## src/rtl/cpu_pkg.sv

```systemverilog
// Shared encodings for the APS4 datapath: bus selects, ALU opcodes and CCR bit positions.
package cpu_pkg;

    localparam int DATA_WIDTH_DEF = 8;

    typedef enum logic [1:0] {
        BUS1_PC   = 2'b00,
        BUS1_A    = 2'b01,
        BUS1_B    = 2'b10,
        BUS1_ZERO = 2'b11
    } bus1_sel_e;

    typedef enum logic [1:0] {
        BUS2_ALU  = 2'b00,
        BUS2_BUS1 = 2'b01,
        BUS2_MEM  = 2'b10,
        BUS2_ZERO = 2'b11
    } bus2_sel_e;

    typedef enum logic [2:0] {
        ALU_ADD  = 3'b000,
        ALU_SUB  = 3'b001,
        ALU_AND  = 3'b010,
        ALU_OR   = 3'b011,
        ALU_XOR  = 3'b100,
        ALU_INC  = 3'b101,
        ALU_DEC  = 3'b110,
        ALU_PASS = 3'b111
    } alu_op_e;

    localparam int CCR_N = 3;
    localparam int CCR_Z = 2;
    localparam int CCR_V = 1;
    localparam int CCR_C = 0;

endpackage

```

## src/rtl/data_path_if.sv

```systemverilog
// Control strobes from control_unit plus the memory-side bus of the datapath.
interface data_path_if #(
    parameter int DATA_WIDTH = 8
);
    logic                  IR_Load;
    logic                  MAR_Load;
    logic                  PC_Load;
    logic                  PC_Inc;
    logic                  A_Load;
    logic                  B_Load;
    logic                  CCR_Load;
    logic [2:0]            ALU_Sel;
    logic [1:0]            Bus1_Sel;
    logic [1:0]            Bus2_Sel;
    logic [DATA_WIDTH-1:0] from_memory;
    logic [DATA_WIDTH-1:0] address;
    logic [DATA_WIDTH-1:0] to_memory;
    logic [DATA_WIDTH-1:0] IR;
    logic [3:0]            CCR_Result;

    modport master (
        output IR_Load, MAR_Load, PC_Load, PC_Inc, A_Load, B_Load, CCR_Load,
        output ALU_Sel, Bus1_Sel, Bus2_Sel, from_memory,
        input  address, to_memory, IR, CCR_Result
    );

    modport slave (
        input  IR_Load, MAR_Load, PC_Load, PC_Inc, A_Load, B_Load, CCR_Load,
        input  ALU_Sel, Bus1_Sel, Bus2_Sel, from_memory,
        output address, to_memory, IR, CCR_Result
    );
endinterface

```

## src/rtl/data_path_alu.sv

```systemverilog
// Combinational ALU: X comes from Bus1, Y from register B; flags are {N,Z,V,C}.
module alu
    import cpu_pkg::*;
#(
    parameter int DATA_WIDTH = DATA_WIDTH_DEF
) (
    input  logic [DATA_WIDTH-1:0] X,
    input  logic [DATA_WIDTH-1:0] Y,
    input  logic [2:0]            ALU_Sel,
    output logic [DATA_WIDTH-1:0] result,
    output logic [3:0]            NZVC
);
    localparam int MSB = DATA_WIDTH - 1;
    localparam logic [DATA_WIDTH-1:0] ONE = DATA_WIDTH'(1);

    logic [DATA_WIDTH:0]   wide;
    logic [DATA_WIDTH-1:0] operand;
    logic                  carry;
    logic                  ovf;

    always_comb begin
        // NOTE: every output of a combinational block gets a default first, otherwise unlisted paths infer latches.
        wide    = '0;
        operand = Y;
        carry   = 1'b0;
        ovf     = 1'b0;
        result  = '0;
        unique case (alu_op_e'(ALU_Sel))
            ALU_ADD, ALU_INC: begin
                operand = (alu_op_e'(ALU_Sel) == ALU_INC) ? ONE : Y;
                wide    = {1'b0, X} + {1'b0, operand};
                result  = wide[MSB:0];
                carry   = wide[DATA_WIDTH];
                ovf     = (X[MSB] == operand[MSB]) && (result[MSB] != X[MSB]);
            end
            ALU_SUB, ALU_DEC: begin
                // The extra top bit of the widened difference is the unsigned borrow.
                operand = (alu_op_e'(ALU_Sel) == ALU_DEC) ? ONE : Y;
                wide    = {1'b0, X} - {1'b0, operand};
                result  = wide[MSB:0];
                carry   = wide[DATA_WIDTH];
                ovf     = (X[MSB] != operand[MSB]) && (result[MSB] != X[MSB]);
            end
            ALU_AND:  result = X & Y;
            ALU_OR:   result = X | Y;
            ALU_XOR:  result = X ^ Y;
            ALU_PASS: result = X;
            default:  result = '0;
        endcase
        NZVC        = '0;
        NZVC[CCR_N] = result[MSB];
        NZVC[CCR_Z] = (result == '0);
        NZVC[CCR_V] = ovf;
        NZVC[CCR_C] = carry;
    end
endmodule

```

## src/rtl/data_path.sv

```systemverilog
// APS4 datapath: PC/IR/MAR/A/B/CCR registers, the two internal buses and the ALU.
module data_path
    import cpu_pkg::*;
#(
    parameter int DATA_WIDTH = DATA_WIDTH_DEF
) (
    input  logic        Clk,
    input  logic        Reset,
    data_path_if.slave  bus
);
    logic [DATA_WIDTH-1:0] pc, ir, mar, a, b;
    logic [3:0]            ccr;
    logic [DATA_WIDTH-1:0] bus1, bus2, alu_result;
    logic [3:0]            alu_flags;

    // Unused select codes fall to zero so no X ever reaches a register.
    always_comb begin
        bus1 = '0;
        case (bus1_sel_e'(bus.Bus1_Sel))
            BUS1_PC: bus1 = pc;
            BUS1_A:  bus1 = a;
            BUS1_B:  bus1 = b;
            default: bus1 = '0;
        endcase
    end

    always_comb begin
        bus2 = '0;
        case (bus2_sel_e'(bus.Bus2_Sel))
            BUS2_ALU:  bus2 = alu_result;
            BUS2_BUS1: bus2 = bus1;
            BUS2_MEM:  bus2 = bus.from_memory;
            default:   bus2 = '0;
        endcase
    end

    alu #(.DATA_WIDTH(DATA_WIDTH)) u_alu (
        .X       (bus1),
        .Y       (b),
        .ALU_Sel (bus.ALU_Sel),
        .result  (alu_result),
        .NZVC    (alu_flags)
    );

    always_ff @(posedge Clk or negedge Reset) begin
        if (!Reset) begin
            pc  <= '0;
            ir  <= '0;
            mar <= '0;
            a   <= '0;
            b   <= '0;
            ccr <= '0;
        end else begin
            // NOTE: non-blocking assignments so every register samples the pre-edge buses, even on simultaneous loads.
            if (bus.IR_Load)  ir  <= bus2;
            if (bus.MAR_Load) mar <= bus2;
            if (bus.A_Load)   a   <= bus2;
            if (bus.B_Load)   b   <= bus2;
            if (bus.CCR_Load) ccr <= alu_flags;
            if (bus.PC_Load)     pc <= bus2;
            else if (bus.PC_Inc) pc <= pc + DATA_WIDTH'(1);
        end
    end

    assign bus.address    = mar;
    assign bus.to_memory  = bus1;
    assign bus.IR         = ir;
    assign bus.CCR_Result = ccr;
endmodule

```

## src/flat_wrapper.sv

```systemverilog
// flat-port wrapper written by rule: the top's interface ports become plain ports
module data_path_flat import cpu_pkg::*;
#(
    parameter int DATA_WIDTH = DATA_WIDTH_DEF
)
  (Clk, Reset, bus_IR_Load, bus_MAR_Load, bus_PC_Load, bus_PC_Inc, bus_A_Load, bus_B_Load, bus_CCR_Load, bus_ALU_Sel, bus_Bus1_Sel, bus_Bus2_Sel, bus_from_memory, bus_address, bus_to_memory, bus_IR, bus_CCR_Result);
  data_path_if #(.DATA_WIDTH(DATA_WIDTH)) bus_i ();
  input  logic Clk;
  input  logic Reset;
  input wire logic [$bits(bus_i.IR_Load)-1:0] bus_IR_Load;
  input wire logic [$bits(bus_i.MAR_Load)-1:0] bus_MAR_Load;
  input wire logic [$bits(bus_i.PC_Load)-1:0] bus_PC_Load;
  input wire logic [$bits(bus_i.PC_Inc)-1:0] bus_PC_Inc;
  input wire logic [$bits(bus_i.A_Load)-1:0] bus_A_Load;
  input wire logic [$bits(bus_i.B_Load)-1:0] bus_B_Load;
  input wire logic [$bits(bus_i.CCR_Load)-1:0] bus_CCR_Load;
  input wire logic [$bits(bus_i.ALU_Sel)-1:0] bus_ALU_Sel;
  input wire logic [$bits(bus_i.Bus1_Sel)-1:0] bus_Bus1_Sel;
  input wire logic [$bits(bus_i.Bus2_Sel)-1:0] bus_Bus2_Sel;
  input wire logic [$bits(bus_i.from_memory)-1:0] bus_from_memory;
  output wire logic [$bits(bus_i.address)-1:0] bus_address;
  output wire logic [$bits(bus_i.to_memory)-1:0] bus_to_memory;
  output wire logic [$bits(bus_i.IR)-1:0] bus_IR;
  output wire logic [$bits(bus_i.CCR_Result)-1:0] bus_CCR_Result;
  assign bus_i.IR_Load = bus_IR_Load;
  assign bus_i.MAR_Load = bus_MAR_Load;
  assign bus_i.PC_Load = bus_PC_Load;
  assign bus_i.PC_Inc = bus_PC_Inc;
  assign bus_i.A_Load = bus_A_Load;
  assign bus_i.B_Load = bus_B_Load;
  assign bus_i.CCR_Load = bus_CCR_Load;
  assign bus_i.ALU_Sel = bus_ALU_Sel;
  assign bus_i.Bus1_Sel = bus_Bus1_Sel;
  assign bus_i.Bus2_Sel = bus_Bus2_Sel;
  assign bus_i.from_memory = bus_from_memory;
  assign bus_address = bus_i.address;
  assign bus_to_memory = bus_i.to_memory;
  assign bus_IR = bus_i.IR;
  assign bus_CCR_Result = bus_i.CCR_Result;
  data_path #(.DATA_WIDTH(DATA_WIDTH)) u_core (.Clk(Clk), .Reset(Reset), .bus(bus_i));
endmodule
```

## config.mk

```make
export PLATFORM = sky130hd
export DESIGN_NAME = data_path_flat
export DESIGN_NICKNAME = d
export VERILOG_FILES = /design/src/rtl/cpu_pkg.sv /design/src/rtl/data_path_if.sv /design/src/rtl/data_path_alu.sv /design/src/rtl/data_path.sv /design/src/flat_wrapper.sv
export SDC_FILE = /design/constraint.sdc
export NUM_CORES = 1
export LEC_CHECK = 0
export ABC_CLOCK_PERIOD_IN_PS = 5000
export CORE_UTILIZATION = 60
export CTS_BUF_LIST = sky130_fd_sc_hd__clkbuf_4 sky130_fd_sc_hd__clkbuf_8 sky130_fd_sc_hd__clkbuf_16
export CTS_CLUSTER_DIAMETER = 30
export DETAILED_ROUTE_END_ITERATION = 10
export PLACE_DENSITY = 0.87
export SKIP_LAST_GASP = 1
export SLEW_MARGIN = 20
export SYNTH_ARGS = -nofsm -noshare
export SYNTH_HDL_FRONTEND = slang
export SYNTH_SLANG_ARGS = --single-unit
```

## constraint.sdc

```tcl
create_clock -name Clk -period 5 [get_ports Clk]
set_clock_uncertainty 0.15 [all_clocks]
set_input_delay 1.25 -clock Clk [delete_from_list [all_inputs] [get_ports Clk]]
set_output_delay 1.25 -clock Clk [all_outputs]
set_load 0.1 [all_outputs]
```

# Word-level counts from Yosys, hierarchy flattened

Index checks and enable logic that the tools add are counted.
Widths: inputs -> output; s select.

Bits in registers: 44
Latch bits: 0
Memory bits (writable): 0
ROM bits: 0
Input bits: 24
Output and inout bits: 28
Memories: 0

$add $sub $neg: 3
Multiply operators: 0
Divide/modulo/power cells: 0
Magnitude comparators: 0
Eq/ne operators: 15
Shifts and indexed selects: 0
Muxes and demuxes: 9
Bitwise operators: 3
Reduce and logical (&&, ||, !) cells: 9

Operators with widths:

| operator            | count |
|---|---|
| $pmux 8 s3          | 2 |
| $pmux 8 s6          | 1 |
| $mux 8              | 4 |
| $eq 3x3->1 const B  | 4 |
| $add 8x8->9         | 1 |
| $sub 8x8->9         | 1 |
| $add 8x1->8 const B | 1 |
| $and 8x8->8         | 1 |
| $logic_not 8->1     | 1 |
| $or 8x8->8          | 1 |
| $xor 8x8->8         | 1 |
| $eq 3x2->1 const B  | 2 |
| $eq 2x1->1 const B  | 2 |
| $eq 2x2->1 const B  | 2 |
| $logic_not 2->1     | 2 |
| $pmux 1 s2          | 2 |
| $reduce_or 2->1     | 2 |
| $eq 3x1->1 const B  | 1 |
| $logic_not 3->1     | 1 |
| $ne 1x1->1          | 3 |
| $logic_and 1x1->1   | 2 |
| $reduce_bool 2->1   | 1 |
| $eq 1x1->1          | 1 |

# Logic depth before layout (Yosys ltp)

Gate-level depths: netlist (run 1).

Word-level depth: 6
Gate-level depth with buffers: 14
Gate-level depth less buffers: 13

# Cells and area by module

From an unflattened synthesis (run 1), not the netlist that was laid out.

Cell total of the unflattened synthesis: 419
Area, all modules: 3848.7 µm²

By module, submodules not included:

| module    | instances | cells an instance | area each (µm²) | seq. area each (µm²) |
|---|---|---|---|---|
| data_path | 1         | 197               | 2195.9          | 1101.1 |
| alu       | 1         | 222               | 1652.8          | 0.0 |

# Worst setup path after synthesis (run 1)

OpenSTA, ideal clock, no wires.

Path kind: input to register
Start point: in bus_Bus1_Sel[0]
End point: reg u_core.ccr[2], in the netlist u_core.bus.CCR_Result[2]
Library setup time: 0.122 ns
Arrival: 5.046 ns
Data required time: 4.728 ns
Setup slack: -0.318 ns
Stages: 11
Path buffers: 1
Path through: buf_4 mux2i_1 o2bb2ai_1 ha_1 nand2b_1 a21oi_1 a41oi_1 mux2i_1 o22ai_1 and4b_1 a32o_2

Word-level cells in the longest chain between the ends: 5

RTL lines:

| what                                      | line                | text |
|---|---|---|
| start: declaration                        | flat_wrapper.sv:18  | `input wire logic [$bits(bus_i.Bus1_Sel)-1:0] bus_Bus1_Sel;` |
| $eq 2x2->1, or another cell as far along  | data_path.sv:19     | `case (bus1_sel_e'(bus.Bus1_Sel))` |
| $pmux 8 s3 *                              | data_path.sv:19     |  |
| named net bus_to_memory[1]                | flat_wrapper.sv:22  | `output wire logic [$bits(bus_i.to_memory)-1:0] bus_to_memory;` |
| $sub 8x8->9, or another cell as far along | data_path_alu.sv:39 | `wide = {1'b0, X} - {1'b0, operand};` |
| $pmux 8 s6 *                              | data_path_alu.sv:28 | `unique case (alu_op_e'(ALU_Sel))` |
| $logic_not 8->1 *                         | data_path_alu.sv:52 | `NZVC[CCR_Z] = (result == '0);` |
| end signal: assignment                    | data_path.sv:59     | `if (bus.CCR_Load) ccr <= alu_flags;` |
| end: declaration                          | data_path.sv:12     | `logic [3:0] ccr;` |

Mark *: on every way through the listed nets, which the timed path passes. The rest lies on a longest branch.
A chain may end at the register's enable or synchronous reset.

# Worst setup path after layout (run 1)

Start point: in bus_Bus1_Sel[0]
End point: reg u_core.pc[7]

Word-level cells in the longest chain between the ends: 6

RTL lines:

| what                                      | line                | text |
|---|---|---|
| $eq 2x2->1, or another cell as far along  | data_path.sv:19     |  |
| $pmux 8 s3 *                              | data_path.sv:19     |  |
| $sub 8x8->9, or another cell as far along | data_path_alu.sv:39 |  |
| $pmux 8 s6                                | data_path_alu.sv:28 |  |
| $pmux 8 s3 *                              | data_path.sv:29     | `case (bus2_sel_e'(bus.Bus2_Sel))` |
| $mux 8 *                                  | data_path.sv:60     | `if (bus.PC_Load) pc <= bus2;` |
| end signal: assignment                    | data_path.sv:60     |  |
| end signal: assignment                    | data_path.sv:61     | `else if (bus.PC_Inc) pc <= pc + DATA_WIDTH'(1);` |
| end: declaration                          | data_path.sv:11     | `logic [DATA_WIDTH-1:0] pc, ir, mar, a, b;` |

Every way passes the cells marked *; elsewhere a longest branch is shown, timed or not.

==> out/metrics.csv, run 1 <==
stage,metric,value,unit
synthesis,synthesis.area,3576,µm²
clock_tree,clk-insertion-delay-late,0.30,ns
die,rows,27,
timing,slew_headroom,32.96,%
worst_setup_path,worst-endpoint-arrival,4.72,ns
power_and_ir_drop,vdd_drop_max,0.0003765,V
die,dieArea,6273,µm²
power_and_ir_drop,p_clk_share,14.9,%
worst_setup_path,rrSetupSlack,1.60,ns
die,ios,52,
global_routing,grt_pass1_vias,3336,
synthesis,syn_area_per_cell,8.297,µm²
cells_and_area,area_delta_synth_final,21.66,%
synthesis,netlist-cell-type-count,57,
timing,timing.fmax,0.2120,GHz
route,via_per_inst,6.205,
route,drc_errors,0,
flow_run,cap_violations,0,
cells_and_area,fillCellCount,394,
worst_setup_path,crit_required,5.01,ns
clock_tree,clockBufferDepth,2,
synthesis,synth_edf_count,0,
placement,routabilityCongestion,0.9776,
power_and_ir_drop,powerDensity,369.0,nW/µm²
synthesis,synth_top_area_share,30.79,%
power_and_ir_drop,power.total,1605,µW
placement,pre_cts_slack,0.08913,ns
timing,setup_viol,0,
global_routing,grt_overflow,0,
synthesis,yosysSeqAreaShare,30.79,%
route,detail_route.iter0.violations,251,
synthesis,ys.warnings.count,0,
clock_tree,clock-root-buffer,clkbuf_8,
power_and_ir_drop,share_comb_of_total_power,56.0,%
synthesis,async_flop_share,100.0,%
clock_tree,postCtsSetupBuffers,0,
die,die_x,79.20,µm
timing,fin_ws,0.2830,ns
route,vias,3413,
power_and_ir_drop,pwr-share-seq,29.1,%
clock_tree,cts_made_buffers,5,
power_and_ir_drop,switchingPower,764.4,µW
global_routing,grt.total_usage,34.04,%
synthesis,synth_nets,491,
timing,fin_crit,4.717,ns
synthesis,ys_seq_elements,44,
min_path,min_path_type,reg2reg,
clock_tree,clk_pin_slew,0.08,ns
worst_setup_path,cp-start-kind,primary input,
synthesis,yosys.area.top_type,dfrtp_1,
cells_and_area,diodes,0,
die,start_util,63.38,%
worst_setup_path,startpoint,bus_Bus1_Sel[0],
power_and_ir_drop,swShare,47.62,%
die,core_region_area,5642,µm²
route,drtAntennaViolNets,0,
worst_setup_path,cp_max_fo,8,
clock_tree,hold_buffers,0,
worst_setup_path,critical_path_class,in2reg,
cells_and_area,final_layout_size_suffix_gt1_share,8.787,%
route,wl_per_cell,18.03,µm
timing,fin_crit_sh,94.34,%
global_routing,antenna_found_initial,0,
worst_setup_path,r2r-end,u_core.pc[7],
cells_and_area,finalCoreUtilization,77.11,%
status,status,"complete, no violations",
timing,rsz0062_at_grt,false,
synthesis,syn_inst,431,
worst_setup_path,cp-endpoint,u_core.pc[7],
clock_tree,cts.sinks,44,
worst_setup_path,r2r_start,u_core.pc[5],
clock_tree,cts_resized,0,
power_and_ir_drop,power.leakage,0.001987,µW
route,wirelength,9914,µm
global_routing,grt_max_degree,45,
synthesis,synth.top_cells.by_area,"dfrtp_1 (31%), ha_1 (12%), a21oi_1 (8.3%)",
route,drt_first_pass_iters,5,
die,fp.dieH,79.20,µm
timing,finalMaxSlewViolations,0,
timing,final_hold_viol_count,0,
clock_tree,cts_tree,done,
worst_setup_path,r2r_cells,12,
timing,worst_hold_slack,0.3421,ns
synthesis,synth_top_flop_cell,dfrtp_1,
placement,hpwl,7401,µm
power_and_ir_drop,internal_power,841.0,µW
placement,port_buffers,51,
global_routing,grt_first_pass_wirelength,16320,µm
cells_and_area,final_nets,537,
timing,tightest_slew,1.002,ns
synthesis,yosys-top-cells-count,"nor2_1 (64), a21oi_1 (59), dfrtp_1 (44)",
worst_setup_path,cp-end-kind,flip-flop,
timing,tns,0,ns
clock_tree,htreeDepth,2,
synthesis,yosysMostFrequentCell,nor2_1,
## cell usage in the layout (no fill, tap or decap), drive strengths merged, types with 3 or more instances in the layout
cell type and n:
o21a 4, nand2b 8, dfrtp 44, ha 34
a2bb2oi 6, xnor2 10, and3 3, nor2 64
nor2b 5, o21ai 29, inv 24, buf 20
nand3b 5, o221ai 4, and2 9, a21oi 59
nor3 5, a32o 3, o22ai 5, xor2 6
clkbuf 7, clkdlybuf4s50 42, nand2 25, nand3 5
mux2i 19
## metal layers
metal  vias to the layer above  GRT usage [%]  wire (µm)
met5                         -              0          0
met4                         0          16.00        334
met3                        29          4.023        550
met2                       148          59.14       4956
met1                      1636          41.88       4072
li1                       1600              -          -
## stage by stage
step / instance area [µm²] / std cells
finish: 4350 / 550
global route: 4350 / 550
CTS: 4350 / 550
detailed placement: 4253 / 542
global placement: 4253 / 542
floorplan: 3596 / 431
## kinds of logic (layout without fill, tap and decap cells)
| kind of cell | after synthesis | in the layout | synth area share, % |
|---|---|---|---|
| xor gates and xnor gates | 16 | 16 | 3.919 |
| DFF | 44 | 44 | 30.79 |
| adders and majority gates | 36 | 36 | 13.02 |
| and+or+nand+nor | 141 | 141 | 18.96 |
| muxes | 20 | 20 | 5.633 |
| AOI/OAI and AO/OA | 127 | 127 | 22.32 |
| buffers and inverters | 47 | 94 | 5.353 |
## power groups by stage
stage | registers [µW] | clock network (µW) | logic (µW)
after floorplan | 636 | 0 | 472
after detailed placement | 470 | 0 | 889
after global routing | 474 | 255 | 967
after global placement | 468 | 0 | 864
final | 468 | 239 | 899
after CTS | 465 | 238 | 895
## worst max-delay path, stage by stage
cell	delay (ns)
clkdlybuf4s50_1	0.55
buf_4	0.21
mux2i_1	0.20
nor2_1	0.06
a21oi_1	0.29
inv_1	0.27
ha_1	0.41
o21ai_0	0.10
a21oi_1	0.19
a2bb2oi_1	0.31
xor2_1	0.11
o22ai_1	0.33
o221a_2	0.35
a21oi_1	0.09
## layout make-up
class	count	area (µm²)	area share (%)
multi-input combinational	340	2303	52.95
sequential	44	1101	25.31
timing repair buffer	62	668.1	15.36
clock buffer	7	90.09	2.071
inverter	24	90.09	2.071
tap	72	90.09	2.071
clock inverter	1	7.507	0.1726
## flip-flops by register name (all words and copies together) (netlist names)
name                   flops
u_core.bus.CCR_Result      4
u_core.a                   8
u_core.bus.address         8
u_core.pc                  8
u_core.b                   8
u_core.bus.IR              8
## worst min-delay path by stage
stage	to	startpoint	cells after the start
floorplan	u_core.a[6]	u_core.a[6]	2
global placement	u_core.bus.CCR_Result[3]	u_core.bus.CCR_Result[3]	2
detailed placement	u_core.bus.CCR_Result[2]	u_core.bus.CCR_Result[2]	1
CTS	u_core.bus.CCR_Result[2]	u_core.bus.CCR_Result[2]	1
global route	u_core.bus.CCR_Result[2]	u_core.bus.CCR_Result[2]	1
finish	u_core.bus.CCR_Result[2]	u_core.bus.CCR_Result[2]	1
(Power assumes the default switching activity.)
==> inputs of run 2 (changes only) <==
--- a/config.mk
+++ b/config.mk
@@ -7,7 +7,6 @@
 export LEC_CHECK = 0
 export ABC_CLOCK_PERIOD_IN_PS = 5000
 export CORE_UTILIZATION = 60
-export CTS_BUF_LIST = sky130_fd_sc_hd__clkbuf_4 sky130_fd_sc_hd__clkbuf_8 sky130_fd_sc_hd__clkbuf_16
 export CTS_CLUSTER_DIAMETER = 30
 export DETAILED_ROUTE_END_ITERATION = 10
 export PLACE_DENSITY = 0.87
==> run 2 against run 1 <==
Clock power down 4%. Critical path depth unchanged. Wire length down 0.91%. Cell count unchanged. Critical path type unchanged. Largest power group unchanged.
==> out/metrics.csv, run 2 (synthesized netlist as in run 1, its figures left out) <==
stage,metric,value,unit
timing,fin_crit_sh,94.62,%
cells_and_area,final_layout_size_suffix_gt1_share,8.577,%
cells_and_area,area_delta_synth_final,21.55,%
power_and_ir_drop,powerDensity,367.2,nW/µm²
worst_setup_path,cpPeakStageDelay,0.55,ns
global_routing,grt_first_pass_wirelength,16240,µm
timing,slew_headroom,33.04,%
timing,setup_viol,0,
route,detail_route.iter0.violations,261,
worst_setup_path,crit_required,5.00,ns
worst_setup_path,cp-end-kind,flip-flop,
route,drc_errors,0,
power_and_ir_drop,power.leakage,0.001984,µW
timing,tns,0,ns
clock_tree,clock-root-buffer,clkbuf_8,
worst_setup_path,path_cells,"clkdlybuf4s50_1, buf_4, mux2i_1, nor2_1, a21oi_1, inv_1, ha_1, o21ai_0, a21oi_1, a2bb2oi_1, xor2_1, o22ai_1, o221a_2, a21oi_1",
clock_tree,clockBufferDepth,2,
placement,port_buffers,51,
cells_and_area,final_nets,537,
timing,fin_crit,4.731,ns
min_path,whs_endpoint,u_core.bus.CCR_Result[2],
route,via_per_inst,6.205,
worst_setup_path,cp-start-kind,primary input,
placement,routabilityCongestion,0.9776,
worst_setup_path,r2r-end,u_core.a[7],
cells_and_area,fillCellCount,395,
worst_setup_path,slowest_stage,clkdlybuf4s50_1,
die,start_util,63.38,%
global_routing,grt_overflow,0,
die,core_region_area,5642,µm²
global_routing,antenna_found_initial,0,
cells_and_area,seq_area,1101,µm²
clock_tree,postCtsSetupBuffers,0,
clock_tree,clk_pin_slew,0.08,ns
placement,hpwl,7401,µm
min_path,min_path_type,reg2reg,
cells_and_area,final_common_cell,nor2_1,
clock_tree,cts_tree,done,
worst_setup_path,critical_path_class,in2reg,
worst_setup_path,r2r_start,u_core.pc[5],
clock_tree,cts_made_buffers,5,
cells_and_area,mostFrequentLayoutCells,"nor2_1 (64), a21oi_1 (59), dfrtp_1 (44)",
die,dieArea,6273,µm²
die,fp.dieH,79.20,µm
cells_and_area,diodes,0,
worst_setup_path,worst-endpoint-arrival,4.73,ns
worst_setup_path,r2r_cells,12,
timing,timing.fmax,0.2114,GHz
clock_tree,cts.sinks,44,
timing,rsz0062_at_grt,false,
global_routing,grt.total_usage,33.89,%
global_routing,grt_pass1_vias,3322,
die,die_x,79.20,µm
timing,tightest_slew,1.001,ns
die,ios,52,
cells_and_area,fin_area,4347,µm²
cells_and_area,multi_input_area,2303,µm²
power_and_ir_drop,vdd_drop_max,0.0003738,V
timing,final_hold_viol_count,0,
placement,post_dp_cell_area,4253,µm²
route,drtAntennaViolNets,0,
die,rows,27,
min_path,min-delay-start,u_core.bus.CCR_Result[2],
flow_run,cap_violations,0,
min_path,min_path_cells,1,
worst_setup_path,cp_common_cell,a21oi_1,
route,wirelength,9824,µm
timing,finalMaxSlewViolations,0,
cells_and_area,finalCoreUtilization,77.05,%
clock_tree,hold_buffers,0,
clock_tree,clk-insertion-delay-late,0.29,ns
worst_setup_path,cp_max_fo,8,
clock_tree,htreeDepth,2,
route,wl_per_cell,17.86,µm
worst_setup_path,rrSetupSlack,1.59,ns
status,status,"complete, no violations",
route,vias,3413,
route,drt_first_pass_iters,5,
clock_tree,cts_resized,0,
global_routing,grt_max_degree,45,
run 2: changes by cell type in the layout (fill, tap and decap cells not counted):
cell      delta
clkbuf_1     +1
clkbuf_4     -1
run 2: routing by layer:
| layer | vias up | wire length [µm] | global-route usage (%) |
|---|---|---|---|
| met5 | - | 0 | 0 |
| met4 | 0 | 325 | 16.00 |
| met3 | 27 | 540 | 4.023 |
| met2 | 150 | 4970 | 58.97 |
| met1 | 1638 | 3988 | 41.59 |
| li1 | 1598 | - | - |
run 2: worst max-delay path: cells and delay by family:
| family | cells | cell delay, ns |
|---|---|---|
| multiplexers | 1 | 0.20 |
| adder cells (fa/ha/maj) | 1 | 0.41 |
| buffers and inverters | 3 | 1.03 |
| AND/OR/NAND/NOR | 1 | 0.06 |
| XOR/XNOR | 1 | 0.11 |
| AO/OA/AOI/OAI | 7 | 1.67 |
run 2: where the power goes:
part / total, µW / switching (µW) / internal [µW]
logic: 900 / 587 / 313
clock network: 229 / 117 / 112
registers: 468 / 57.1 / 410
total: 1600 / 761 / 836
run 2: how the worst max path moves through the flow:
stage / startpoint / end / slack [ns]
6_report: bus_Bus1_Sel[0] / u_core.a[7] / 0.27
5_1_grt: bus_Bus1_Sel[0] / u_core.pc[7] / 0.06
4_1_cts: bus_Bus1_Sel[0] / u_core.a[7] / 0.39
3_5_place_dp: bus_Bus1_Sel[0] / u_core.a[7] / 0.09
3_3_place_gp: bus_Bus1_Sel[0] / u_core.bus.IR[7] / 0.22
2_1_floorplan: bus_Bus1_Sel[0] / u_core.bus.CCR_Result[2] / 0.39
run 2: area by class of cell:
type / instances / area share (%)
Sequential cell: 44 / 25.33
Timing Repair Buffer: 62 / 15.37
Clock buffer: 7 / 1.986
Tap cell: 72 / 2.073
Clock inverter: 1 / 0.1727
Multi-Input combinational cell: 340 / 52.99
Inverter: 24 / 2.073
run 2: through the flow:
step	setup WS (ns)	hold WS (ns)	instances	total power, µW
finish	0.2692	0.3415	550	1596
global route	0.06271	0.3664	550	1689
CTS	0.3869	0.3434	550	1593
detailed placement	0.08913	0.3252	542	1358
global placement	0.2233	0.3273	542	1332
floorplan	0.3927	0.3165	431	1108
